`config.mk`:
```
export PLATFORM = sky130hd
export DESIGN_NAME = run_sequencer
export DESIGN_NICKNAME = d
export VERILOG_FILES = /design/src/rtl/rsa_ctrl_pkg.sv /design/src/rtl/mem_port_mux.sv /design/src/rtl/run_sequencer.sv
export SDC_FILE = /design/constraint.sdc
export NUM_CORES = 1
export LEC_CHECK = 0
export CORE_AREA = 2 2 131 133
export CTS_CLUSTER_DIAMETER = 100
export DETAILED_ROUTE_END_ITERATION = 16
export DIE_AREA = 0 0 133 135
export PLACE_DENSITY = 0.63
export SKIP_LAST_GASP = 1
export SYNTH_ARGS = -nofsm -noshare
export SYNTH_HDL_FRONTEND = slang
export SYNTH_SLANG_ARGS = --single-unit
```
`constraint.sdc`:
```
create_clock -name clk -period 2.2 [get_ports clk]
set_clock_uncertainty 0.15 [all_clocks]
set_input_delay 0.33 -clock clk [delete_from_list [all_inputs] [get_ports clk]]
set_output_delay 0.33 -clock clk [all_outputs]
set_load 0.02 [all_outputs]
```
`src/rtl/rsa_ctrl_pkg.sv`:
```
// Shared types and defaults for the RSA CPU run controller.
// Latency: n/a (types, constants and a pure decode function only).
// Backpressure: n/a.
//
// Contents:
//   run_state_t  - run sequencer FSM states
//   mem_owner_t  - which side currently drives the data-memory port
//   DEF_*        - default parameter values for run_sequencer
//   owner_of()   - maps a run state to its memory owner
package rsa_ctrl_pkg;

  typedef enum logic [1:0] {
    IDLE  = 2'd0,
    RUN   = 2'd1,
    DRAIN = 2'd2,
    DONE  = 2'd3
  } run_state_t;

  typedef enum logic {
    HOST = 1'b0,
    CPU  = 1'b1
  } mem_owner_t;

  localparam int unsigned DEF_DRAIN_CYCLES   = 4;
  localparam int unsigned DEF_MAX_RUN_CYCLES = 1048576;

  // The CPU keeps the memory port while it is running and while in-flight
  // stores retire; the host owns it otherwise.
  function automatic mem_owner_t owner_of(input run_state_t s);
    return ((s == RUN) || (s == DRAIN)) ? CPU : HOST;
  endfunction

endpackage

```
`src/rtl/mem_port_mux.sv`:
```
// Owner-select for the single data-memory port (host vs CPU store path).
// Latency: purely combinational, zero cycles.
// Backpressure: host_gnt is low whenever the CPU owns the port; host must hold its request.
//
// Ports:
//   owner                                    - current memory owner (decoded from registered state)
//   host_req/host_we/host_addr/host_wdata    - host access request
//   cpu_memwrite/cpu_addr/cpu_wdata          - CPU M-stage store port
//   mem_we/mem_addr/mem_wdata                - data RAM port
//   host_gnt                                 - host access accepted this cycle
module mem_port_mux
  import rsa_ctrl_pkg::*;
(
  input  mem_owner_t  owner,
  input  logic        host_req,
  input  logic        host_we,
  input  logic [31:0] host_addr,
  input  logic [31:0] host_wdata,
  input  logic        cpu_memwrite,
  input  logic [31:0] cpu_addr,
  input  logic [31:0] cpu_wdata,
  output logic        mem_we,
  output logic [31:0] mem_addr,
  output logic [31:0] mem_wdata,
  output logic        host_gnt
);

  always_comb begin
    mem_we    = 1'b0;
    mem_addr  = host_addr;
    mem_wdata = host_wdata;
    host_gnt  = 1'b0;
    if (owner == CPU) begin
      mem_we    = cpu_memwrite;
      mem_addr  = cpu_addr;
      mem_wdata = cpu_wdata;
    end else begin
      mem_we    = host_req & host_we;
      host_gnt  = host_req;
    end
  end

endmodule

```
`src/rtl/run_sequencer.sv`:
```
// Run controller for the RSA pipelined CPU: reset hold, start, end detect, store drain, memory hand-back.
// Latency: host_go -> RUN next cycle; cpu_end -> DONE after DRAIN_CYCLES+1; host read data 1 cycle after grant.
// Backpressure: host requests are refused (host_gnt=0) during RUN/DRAIN and must be held until granted.
//
// Ports:
//   clk, reset                     - clock, asynchronous active-high reset
//   host_go                        - one-cycle run request (honoured in IDLE/DONE only)
//   host_req/we/addr/wdata         - host memory access; host_gnt, host_rvalid, host_rdata responses
//   cpu_reset, cpu_start           - processor reset and start pulse
//   cpu_end                        - processor EndFlag
//   cpu_memwrite/addr/wdata        - processor store port; cpu_rdata is RAM read data
//   mem_we/addr/wdata, mem_rdata   - data RAM port (synchronous read, 1-cycle latency)
//   busy, done, timeout            - status; timeout is sticky until the next run starts
//   run_cycles                     - saturating count of RUN cycles
module run_sequencer
  import rsa_ctrl_pkg::*;
#(
  parameter int unsigned DRAIN_CYCLES   = DEF_DRAIN_CYCLES,
  parameter int unsigned MAX_RUN_CYCLES = DEF_MAX_RUN_CYCLES
) (
  input  logic        clk,
  input  logic        reset,
  input  logic        host_go,
  input  logic        host_req,
  input  logic        host_we,
  input  logic [31:0] host_addr,
  input  logic [31:0] host_wdata,
  output logic        host_gnt,
  output logic        host_rvalid,
  output logic [31:0] host_rdata,
  output logic        cpu_reset,
  output logic        cpu_start,
  input  logic        cpu_end,
  input  logic        cpu_memwrite,
  input  logic [31:0] cpu_addr,
  input  logic [31:0] cpu_wdata,
  output logic [31:0] cpu_rdata,
  output logic        mem_we,
  output logic [31:0] mem_addr,
  output logic [31:0] mem_wdata,
  input  logic [31:0] mem_rdata,
  output logic        busy,
  output logic        done,
  output logic        timeout,
  output logic [31:0] run_cycles
);

  localparam int unsigned DCW = (DRAIN_CYCLES > 2) ? $clog2(DRAIN_CYCLES) : 1;
  localparam logic [31:0] RUN_LIMIT  = 32'(MAX_RUN_CYCLES - 1);
  localparam logic [DCW-1:0] DRAIN_LOAD = DCW'(DRAIN_CYCLES - 1);

  run_state_t     state, state_nxt;
  mem_owner_t     owner;
  logic [DCW-1:0] drain_cnt;
  logic           start_q;
  logic           go_accept;
  logic           drain_load;
  logic           timeout_hit;
  logic           run_at_limit;

  // ---------------- FSM ----------------
  always_ff @(posedge clk or posedge reset) begin
    if (reset) begin
      state <= IDLE;
    end else begin
      state <= state_nxt;
    end
  end

  assign run_at_limit = (run_cycles == RUN_LIMIT);

  always_comb begin
    state_nxt   = state;
    go_accept   = 1'b0;
    drain_load  = 1'b0;
    timeout_hit = 1'b0;
    unique case (state)
      IDLE, DONE: begin
        if (host_go) begin
          state_nxt = RUN;
          go_accept = 1'b1;
        end
      end
      RUN: begin
        // A real end always wins over a timeout landing in the same cycle.
        if (cpu_end) begin
          state_nxt  = DRAIN;
          drain_load = 1'b1;
        end else if (run_at_limit) begin
          state_nxt   = DONE;
          timeout_hit = 1'b1;
        end
      end
      DRAIN: begin
        if (drain_cnt == '0) begin
          state_nxt = DONE;
        end
      end
      default: state_nxt = IDLE;
    endcase
  end

  // ---------------- counters and flags ----------------
  always_ff @(posedge clk or posedge reset) begin
    if (reset) begin
      run_cycles  <= '0;
      timeout     <= 1'b0;
      drain_cnt   <= '0;
      start_q     <= 1'b0;
      host_rvalid <= 1'b0;
    end else begin
      // start_q is high exactly in the first RUN cycle.
      start_q     <= go_accept;
      host_rvalid <= host_gnt & ~host_we;

      // The timeout cycle itself is not counted, so run_cycles stops at the limit.
      if (go_accept) begin
        run_cycles <= '0;
      end else if ((state == RUN) && !timeout_hit && (run_cycles != '1)) begin
        run_cycles <= run_cycles + 32'd1;
      end

      if (go_accept) begin
        timeout <= 1'b0;
      end else if (timeout_hit) begin
        timeout <= 1'b1;
      end

      if (drain_load) begin
        drain_cnt <= DRAIN_LOAD;
      end else if ((state == DRAIN) && (drain_cnt != '0)) begin
        drain_cnt <= drain_cnt - 1'b1;
      end
    end
  end

  // ---------------- outputs ----------------
  // Ownership decodes the state flop only, so host_go never reaches the mux combinationally.
  assign owner      = owner_of(state);
  assign busy       = (owner == CPU);
  assign done       = (state == DONE);
  assign cpu_reset  = ~busy;
  assign cpu_start  = start_q;
  assign cpu_rdata  = mem_rdata;
  assign host_rdata = mem_rdata;

  mem_port_mux u_mux (
    .owner        (owner),
    .host_req     (host_req),
    .host_we      (host_we),
    .host_addr    (host_addr),
    .host_wdata   (host_wdata),
    .cpu_memwrite (cpu_memwrite),
    .cpu_addr     (cpu_addr),
    .cpu_wdata    (cpu_wdata),
    .mem_we       (mem_we),
    .mem_addr     (mem_addr),
    .mem_wdata    (mem_wdata),
    .host_gnt     (host_gnt)
  );

endmodule

```
---- After elaboration in Yosys (flattened, before gate mapping) ----
Index checks and enable logic that the tools add are counted.
cells by class
  add/sub/neg operators ................... 2
  equality and inequality tests ........... 8
  muxes and demuxes ....................... 23
  bitwise logic cells ..................... 4
  reductions and logical operators ........ 13
operators by type and width
  cell                     number
  $mux W32                 4
  $add A32 B1 Y32 const B  1
  $eq A32 B20 Y1 const B   1
  $ne A32 B32 Y1 const B   1
  $mux W1                  12
  $mux W2                  6
  $reduce_bool A2 Y1       4
  $pmux W2 S3              1
  $eq A2 B2 Y1 const B     2
  $logic_not A2 Y1         2
  $ne A2 B2 Y1 const B     2
  $logic_and A1 B1 Y1      3
  $ne A3 B3 Y1 const B     1
  $reduce_and A3 Y1        1
  $and A1 B1 Y1            2
  $eq A2 B1 Y1 const B     1
  $not A1 Y1               2
  $reduce_or A2 Y1         1
  $sub A2 B1 Y2 const B    1
  $logic_not A1 Y1         1
  $logic_or A1 B1 Y1       1
word-level totals
  bits in registers ....................... 39
  input bits .............................. 167
  output and inout port bits .............. 168
  logic and storage cells ................. 56

---- Logic depth before layout (Yosys ltp) ----
Gate-level depths: netlist of run 1.
  word-level depth ........................ 9
  depth in mapped cells ................... 9
  depth with buffers taken out ............ 7

---- Hierarchy ----
Synthesis of run 1 repeated with hierarchy kept, for this count alone.
unflattened totals
  cell total of the unflattened synthesis .. 404
  area total of the unflattened synthesis .. 3,719.8 µm²
modules (own cells, without submodules)
  module         instances  cells each  area an instance (µm²)  sequential area each (µm²)
  run_sequencer  1          329         2,845.2                 975.9
  mem_port_mux   1          75          874.6                   0.0

---- Worst setup path after synthesis of run 1 ----
Ideal clock, no wire load.
  kind .................................... register to output
  from .................................... reg state[0]
  to ...................................... out mem_addr[24]
  arrival time ............................ 2.108 ns
  required time ........................... 1.720 ns
  setup slack ............................. -0.388 ns
  stages on the path, launching flop included .. 7
  path buffers ............................ 3
  path through ............................ dfrtp_1 > inv_1 > ha_1 > clkbuf_1 > clkbuf_1 > buf_1 > mux2_2
on the way
  cells in the longest elaborated chain, start to end .. 4
  elaborated cells on any way between the ends .. 5
  those cells by class .................... eq/ne (2); mux (2); reduce/logical (1)
ends and longest elaborated chain
  what                                                 line                 source
  start: declaration                                   run_sequencer.sv:52  run_state_t state, state_nxt;
  start signal: assignment                             run_sequencer.sv:66  state <= state_nxt;
  $eq A2 B1 Y1 / $eq A2 B2 Y1 (equally long branches)  rsa_ctrl_pkg.sv:30   return ((s == RUN) || (s == DRAIN)) ? CPU : HOST;
  $logic_or A1 B1 Y1 *                                 rsa_ctrl_pkg.sv:30
  $mux W1 *                                            rsa_ctrl_pkg.sv:30
  $mux W32 *                                           mem_port_mux.sv:33   if (owner == CPU) begin
  end: declaration                                     run_sequencer.sv:39  output logic [31:0] mem_addr,
Every way passes the cells marked *; elsewhere a longest branch is shown, timed or not.

---- Worst setup path after layout of run 1 ----
  from .................................... reg state[1]
  to ...................................... out mem_addr[4]
The elaborated chain is that of the path after synthesis.

==> out/metrics.yaml, run 1 <==
global_route:
  antenna_found_initial: 3
  grt_pass1_vias: 4274
  grt_max_degree: 40
  grt_pass1_wl_mm: 26.8
  grt_remaining_overflow: 0
  grt_usage: 0.200
synthesis:
  syn_area_mm2: 0.00362
  ys_ff_latch: 39
  netlist_instances: 385
  yosys_most_used_dff: "dfrtp_1"
  synth-seq-area-share: 0.270
  yosysWarningCount: 0
  syn_nets: 557
  async_flop_share: 1.00
  syn_area_per_cell_um2: 9.39
  synthDistinctLibCells: 52
  synth-edff-count: 0
power_and_ir_drop:
  power.density_mw_per_mm2: 1170
  vdd_drop_max_mv: 0.750
  finalPower_mw: 8.67
  netSwitchingFraction: 0.434
  power_frac_seq: 0.096
  power_frac_clock: 0.090
  internal-power_mw: 4.91
  netSwitchingPower_mw: 3.76
  power_leakage_nw: 3.13
  comb_power_share: 0.813
critical_path:
  cp_max_fo: 6
  r2r_end: "run_cycles[22]$_DFFE_PP0P_"
  max_stage_delay_ps: 410
  crit_path_end_kind: "output port"
  required_ps: 1720
  crit_slowest_cell: "dfrtp_1"
  arrival_ps: 1870
  reg2regPathDepth: 8
  r2r_slack_ps: -60
  critPathMostFrequentCell: "buf_12"
  cp_top_family: "buffers and inverters"
  crit_type: "register to output port"
  cp_cell_sequence: "ha_4 -> buf_6 -> buf_12 -> buf_8 -> mux2_4 -> buf_12"
  worst_setup_path_start_kind: "register"
  r2r-start: "run_cycles[0]$_DFFE_PP0P_"
  crit_buf_inv: 4
floorplan:
  start_util: 0.220
  die-width_um: 133
  die-area_mm2: 0.0180
  rows: 47
  die_h_um: 135
  io-pin-count: 335
  coreArea_mm2: 0.0164
cells_and_area:
  final_common_cell: "clkdlybuf4s50_1"
  postLayoutCellArea_mm2: 0.00739
  drive_gt1_frac: 0.526
  nets: 829
  area_growth_syn_to_layout_pct: 104
  final_cell_mix: "clkdlybuf4s50_1 (170), buf_4 (82), mux2_2 (37)"
detailed_routing:
  drtIter0Drc: 242
  vias: 4182
  drc: 0
  ant_nets: 0
  drt-total-wl_mm: 19.8
  via_per_inst: 4.76
  drt_pass1_iterations: 4
  post_drt_wl_per_cell_um: 22.5
worst_hold_path:
  hp-class: "input port to asynchronous set/reset pin"
timing:
  tns_ps: -5270
  final_max_slew_viol_count: 0
  hold_viol: 0
  fin_crit_sh: 1.07
  timing.final.ws_setup_ps: -145
  rsz0062_at_grt: "true"
  fmax_mhz: 426
  min_period_ps: 2350
  setup_viol: 79
  slew_headroom: 0.636
  max_slew.worst_pin.slew_ps: 545
placement:
  place.gp.congestion: 1.00
  dp_hpwl_mm: 15.2
  io_buffers: 238
  post_dp_cell_area_mm2: 0.00633
clock_tree:
  clock_latency_ps: 290
  cts_made_buffers: 5
  cts_sinks: 39
  cts_max_level: 2
  clockRootBuffer: "clkbuf_16"
  cts_tree: "built"
  clk_path_buf_depth: 2
  path_clk_slew_ps: 60
run_status:
  outcome: "finished with violations"
  violations: "negative setup slack"
job:
  maxCapViolations: 0
[metal layers]
layer,vias up,routed length [um],track usage
met4,4,242,0.0299
met5,-,25,0
li1,1909,-,-
met2,211,9840,0.349
met3,15,1560,0.0623
met1,2043,8160,0.249
[cells by family (layout without fill, tap and decap cells)]
family                   after synthesis  after routing  synth area share
AO/OA/AOI/OAI                         63             63             0.126
XOR/XNOR                               2              2           0.00485
adder cells (fa/ha/maj)                5              5            0.0173
buffers and inverters                 96            369             0.185
flip-flops                            39             39             0.270
multiplexers                          66             66             0.205
other                                  0              1                 0
AND/OR/NAND/NOR                      114            114             0.192
[worst max path at each step]
stage,slack [ps],startpoint,endpoint,depth (start not counted)
floorplan,-4,state[1]$_DFFE_PP0P_,mem_addr[0],4
global placement,-260,state[0]$_DFFE_PP0P_,mem_addr[6],5
detailed placement,-250,state[0]$_DFFE_PP0P_,mem_addr[6],5
CTS,-220,state[1]$_DFFE_PP0P_,mem_addr[14],5
global route,-190,state[1]$_DFFE_PP0P_,mem_addr[4],6
finish,-150,state[1]$_DFFE_PP0P_,mem_addr[4],6
[synthesized netlist by cell type, drive strengths merged (2+ instances only)]
library cell	n	area (um^2)
ha	5	62.6
and3	2	13.8
nor2	7	26.3
a21oi	21	124
o211ai	6	45.0
nand3	13	65.1
dfrtp	39	976
clkbuf	13	58.8
nor3	4	20.0
buf	72	568
and4	4	37.5
or4	16	140
or3	6	38.8
nand4	14	103
inv	10	37.5
nand2	27	101
o31ai	13	97.6
mux2i	2	20.0
o21ai	7	38.8
xnor2	2	17.5
and2	4	26.3
mux2	64	721
nand4b	2	17.5
nor4	4	25.0
o41ai	7	61.3
nand2b	7	43.8
o311ai	5	43.8
[worst min-delay path, stage by stage]
cell and delay (ps):
clkdlybuf4s50_1 390, inv_1 50, buf_4 450
[state kept, by name, indices dropped and copies added (netlist names)]
| name | cells |
|---|---|
| cpu_start | 1 |
| drain_cnt | 2 |
| host_rvalid | 1 |
| run_cycles | 32 |
| state | 2 |
| timeout | 1 |
[per-stage QoR]
step	instances	util	setup WS, ps	hold slack [ps]
finish	879	0.450	-145	331
global route	879	0.450	-187	397
CTS	854	0.410	-224	355
detailed placement	828	0.386	-252	361
global placement	828	0.386	-260	341
floorplan	385	-	-4.48	246
[cell type report]
type,instances,area [um^2]
Tap cell,220,275
Sequential cell,39,992
Multi-Input combinational cell,250,2470
Fill cell,1551,9020
Timing Repair Buffer,350,3450
Clock inverter,1,7.51
Clock buffer,7,153
Antenna cell,1,2.50
Inverter,11,43.8
[what timing repair did]
action | CTS | global route
hold buffers | 0 | 0
endpoints found under the hold margin | 0 | 0
pin swaps | 9 | 41
setup buffers | 16 | 21
gates resized for setup | 170 | 256
endpoints found under the setup margin | 84 | 97
cloned | 3 | 7
[power by group through the flow]
| stage | sequential [mW] | clock [mW] | combinational, mW |
|---|---|---|---|
| floorplan | 0.887 | 0 | 3.14 |
| CTS | 0.828 | 0.797 | 5.73 |
| global route | 0.843 | 0.829 | 7.38 |
| finish | 0.837 | 0.782 | 7.06 |
| detailed placement | 0.836 | 0 | 6.04 |
| global placement | 0.834 | 0 | 5.96 |
Power figures use the tool's default switching activity.
==> run 2: changes to the inputs <==
- CORE_AREA: 2 2 131 133 -> 2 2 129 131
- CTS_BUF_LIST: unset -> sky130_fd_sc_hd__clkbuf_8
- DIE_AREA: 0 0 133 135 -> 0 0 131 133
- HOLD_SLACK_MARGIN: unset -> 0.03
- PLACE_DENSITY: 0.63 -> 0.65
==> run 2 against run 1 <==
Net effect: the run still ends with negative setup slack left; sequential power fell by 1%; setup slack got worse by 57 ps; first-iteration DRC count rose by 17%; sequential share of layout area fell by 0.46 points; via count rose by 3.9%; critical path depth did not move.
==> out/metrics.yaml, run 2 (synthesized netlist as in run 1, its figures left out) <==
run_status:
  outcome: "finished with violations"  # unchanged
  violations: "negative setup slack"  # unchanged
power_and_ir_drop:
  vdd_drop_max_mv: 0.840  # was 0.750 mV
  power_frac_seq: 0.085  # was 0.096
  netSwitchingPower_mw: 3.97  # was 3.76 mW
  power.density_mw_per_mm2: 1270  # was 1170 mW/mm^2
  power_leakage_nw: 3.29  # was 3.13 nW
  comb_power_share: 0.849  # was 0.813
  netSwitchingFraction: 0.409  # was 0.434
  internal-power_mw: 5.74  # was 4.91 mW
  power_frac_clock: 0.066  # was 0.090
critical_path:
  required_ps: 1720  # about the same
  crit_type: "register to output port"  # unchanged
  cp_top_family: "buffers and inverters"  # unchanged
  r2r_end: "run_cycles[18]$_DFFE_PP0P_"  # was run_cycles[22]$_DFFE_PP0P_
  reg2regPathDepth: 8  # unchanged
  cp_cell_sequence: "ha_4 -> buf_4 -> buf_12 -> buf_4 -> mux2_4 -> buf_2"  # was ha_4 -> buf_6 -> buf_12 -> buf_8 -> mux2_4 -> buf_12
  r2r-start: "run_cycles[11]$_DFFE_PP0P_"  # was run_cycles[0]$_DFFE_PP0P_
  worst_setup_path_start_kind: "register"  # unchanged
  crit_buf_inv: 4  # unchanged
  critPathMostFrequentCell: "buf_4"  # was buf_12
  crit_path_end_kind: "output port"  # unchanged
  cp_max_fo: 8  # was 6
  r2r_slack_ps: -170  # was -60 ps
  arrival_ps: 1920  # was 1870 ps
  crit_slowest_cell: "dfrtp_1"  # unchanged
  max_stage_delay_ps: 420  # was 410 ps
floorplan:
  die-width_um: 131  # was 133 um
  io-pin-count: 335  # unchanged
  start_util: 0.224  # was 0.220
  die_h_um: 133  # was 135 um
  rows: 47  # unchanged
  coreArea_mm2: 0.0162  # was 0.0164 mm^2
  die-area_mm2: 0.0174  # was 0.0180 mm^2
global_route:
  grt_pass1_vias: 4243  # was 4274
  grt_pass1_wl_mm: 27.2  # was 26.8 mm
  grt_usage: 0.212  # was 0.200
  antenna_found_initial: 7  # was 3
  grt_max_degree: 40  # unchanged
  grt_remaining_overflow: 0  # unchanged
timing:
  tns_ps: -9880  # was -5270 ps
  min_period_ps: 2400  # was 2350 ps
  fmax_mhz: 416  # was 426 MHz
  setup_viol: 87  # was 79
  timing.final.ws_setup_ps: -202  # was -145 ps
  max_slew.worst_pin.slew_ps: 547  # was 545 ps
  fin_crit_sh: 1.09  # was 1.07
  rsz0062_at_grt: "true"  # unchanged
  hold_viol: 0  # unchanged
  final_max_slew_viol_count: 0  # unchanged
  slew_headroom: 0.635  # was 0.636
cells_and_area:
  regMostFlops: "run_cycles"  # unchanged
  nets: 849  # was 829
  multi_input_area_mm2: 0.00256  # was 0.00247 mm^2
  drive_gt1_frac: 0.550  # was 0.526
  final_common_cell: "clkdlybuf4s50_1"  # unchanged
  layout.area.seq_um2: 991  # was 992 um^2
  fin_util: 0.473  # was 0.450
  area_growth_syn_to_layout_pct: 111  # was 104%
  reg_top3: "run_cycles: 32 flops, drain_cnt: 2 flops, state: 2 flops"  # unchanged
  nFillCells: 1429  # was 1551
  largest_reg_flops: 32  # unchanged
  final_cell_mix: "clkdlybuf4s50_1 (169), buf_4 (97), buf_6 (56)"  # was clkdlybuf4s50_1 (170), buf_4 (82), mux2_2 (37)
detailed_routing:
  drtIter0Drc: 283  # was 242
  via_per_inst: 4.82  # was 4.76
  drc: 0  # unchanged
  ant_nets: 0  # unchanged
  post_drt_wl_per_cell_um: 22.6  # was 22.5 um
  drt_pass1_iterations: 5  # was 4
  drt-total-wl_mm: 20.4  # was 19.8 mm
  vias: 4344  # was 4182
clock_tree:
  clock_latency_ps: 310  # was 290 ps
  cts_made_buffers: 5  # unchanged
  cts_hold_buf: 0  # unchanged
  cts_tree: "built"  # unchanged
  cts_max_level: 2  # unchanged
  clk_path_buf_depth: 2  # unchanged
  cts_sinks: 39  # unchanged
  clockRootBuffer: "clkbuf_8"  # was clkbuf_16
  path_clk_slew_ps: 100  # was 60 ps
worst_hold_path:
  hp-class: "input port to asynchronous set/reset pin"  # unchanged
placement:
  dp_hpwl_mm: 15.2  # about the same
  place.gp.congestion: 0.911  # was 1.00
  io_buffers: 238  # unchanged
job:
  maxCapViolations: 0  # unchanged
-- run 2: worst max path at each step --
stage | start | end | slack [ps] | cells past startpoint
finish | state[1]$_DFFE_PP0P_ | mem_wdata[23] | -200 | 6
global route | state[0]$_DFFE_PP0P_ | mem_addr[3] | -280 | 7
CTS | state[1]$_DFFE_PP0P_ | mem_addr[12] | -250 | 5
floorplan | state[1]$_DFFE_PP0P_ | mem_addr[0] | -4 | 4
detailed placement | state[0]$_DFFE_PP0P_ | mem_addr[28] | -190 | 5
global placement | state[0]$_DFFE_PP0P_ | mem_addr[28] | -180 | 5
-- run 2: repair_timing --
item	CTS	global route
setup endpoints to repair	83	103
cloned	6	4
buffers inserted	19	38
pin swaps	12	42
gates resized for setup	310	197
-- run 2: layout make-up --
class	count	area share
Antenna cell	4	0.00131
Tap cell	220	0.0360
Multi-Input combinational cell	250	0.335
Sequential cell	39	0.130
Inverter	11	0.00638
Clock buffer	5	0.00900
Timing Repair Buffer	370	0.477
Clock inverter	3	0.00573
-- run 2: through the flow --
step / instances / power, mW / worst slack (ps) / instance area, um^2 / hold WS, ps
global placement: 825 / 6.43 / -180 / 6220 / 340
global route: 901 / 10.1 / -283 / 7640 / 351
CTS: 858 / 8.07 / -250 / 6820 / 327
floorplan: 385 / 4.02 / -4.48 / 3660 / 246
detailed placement: 825 / 6.49 / -194 / 6220 / 369
finish: 902 / 9.70 / -202 / 7640 / 312
-- run 2: power by group through the flow --
| stage | Clock, mW | Combinational [mW] | Sequential [mW] |
|---|---|---|---|
| floorplan | 0 | 3.14 | 0.887 |
| global placement | 0 | 5.59 | 0.835 |
| detailed placement | 0 | 5.65 | 0.840 |
| CTS | 0.647 | 6.59 | 0.828 |
| global route | 0.680 | 8.59 | 0.834 |
| finish | 0.639 | 8.24 | 0.826 |
-- run 2: tightest hold or removal path, cell delays in order --
cell,delay (ps)
clkdlybuf4s50_1,390
inv_1,50
buf_4,450
-- run 2: routing by layer --
metal	vias up	track usage	wire length (um)
met4	6	0.0230	395
met1	2070	0.251	7370
met2	265	0.364	10400
li1	1966	-	-
met5	-	0	40
met3	37	0.0950	2220
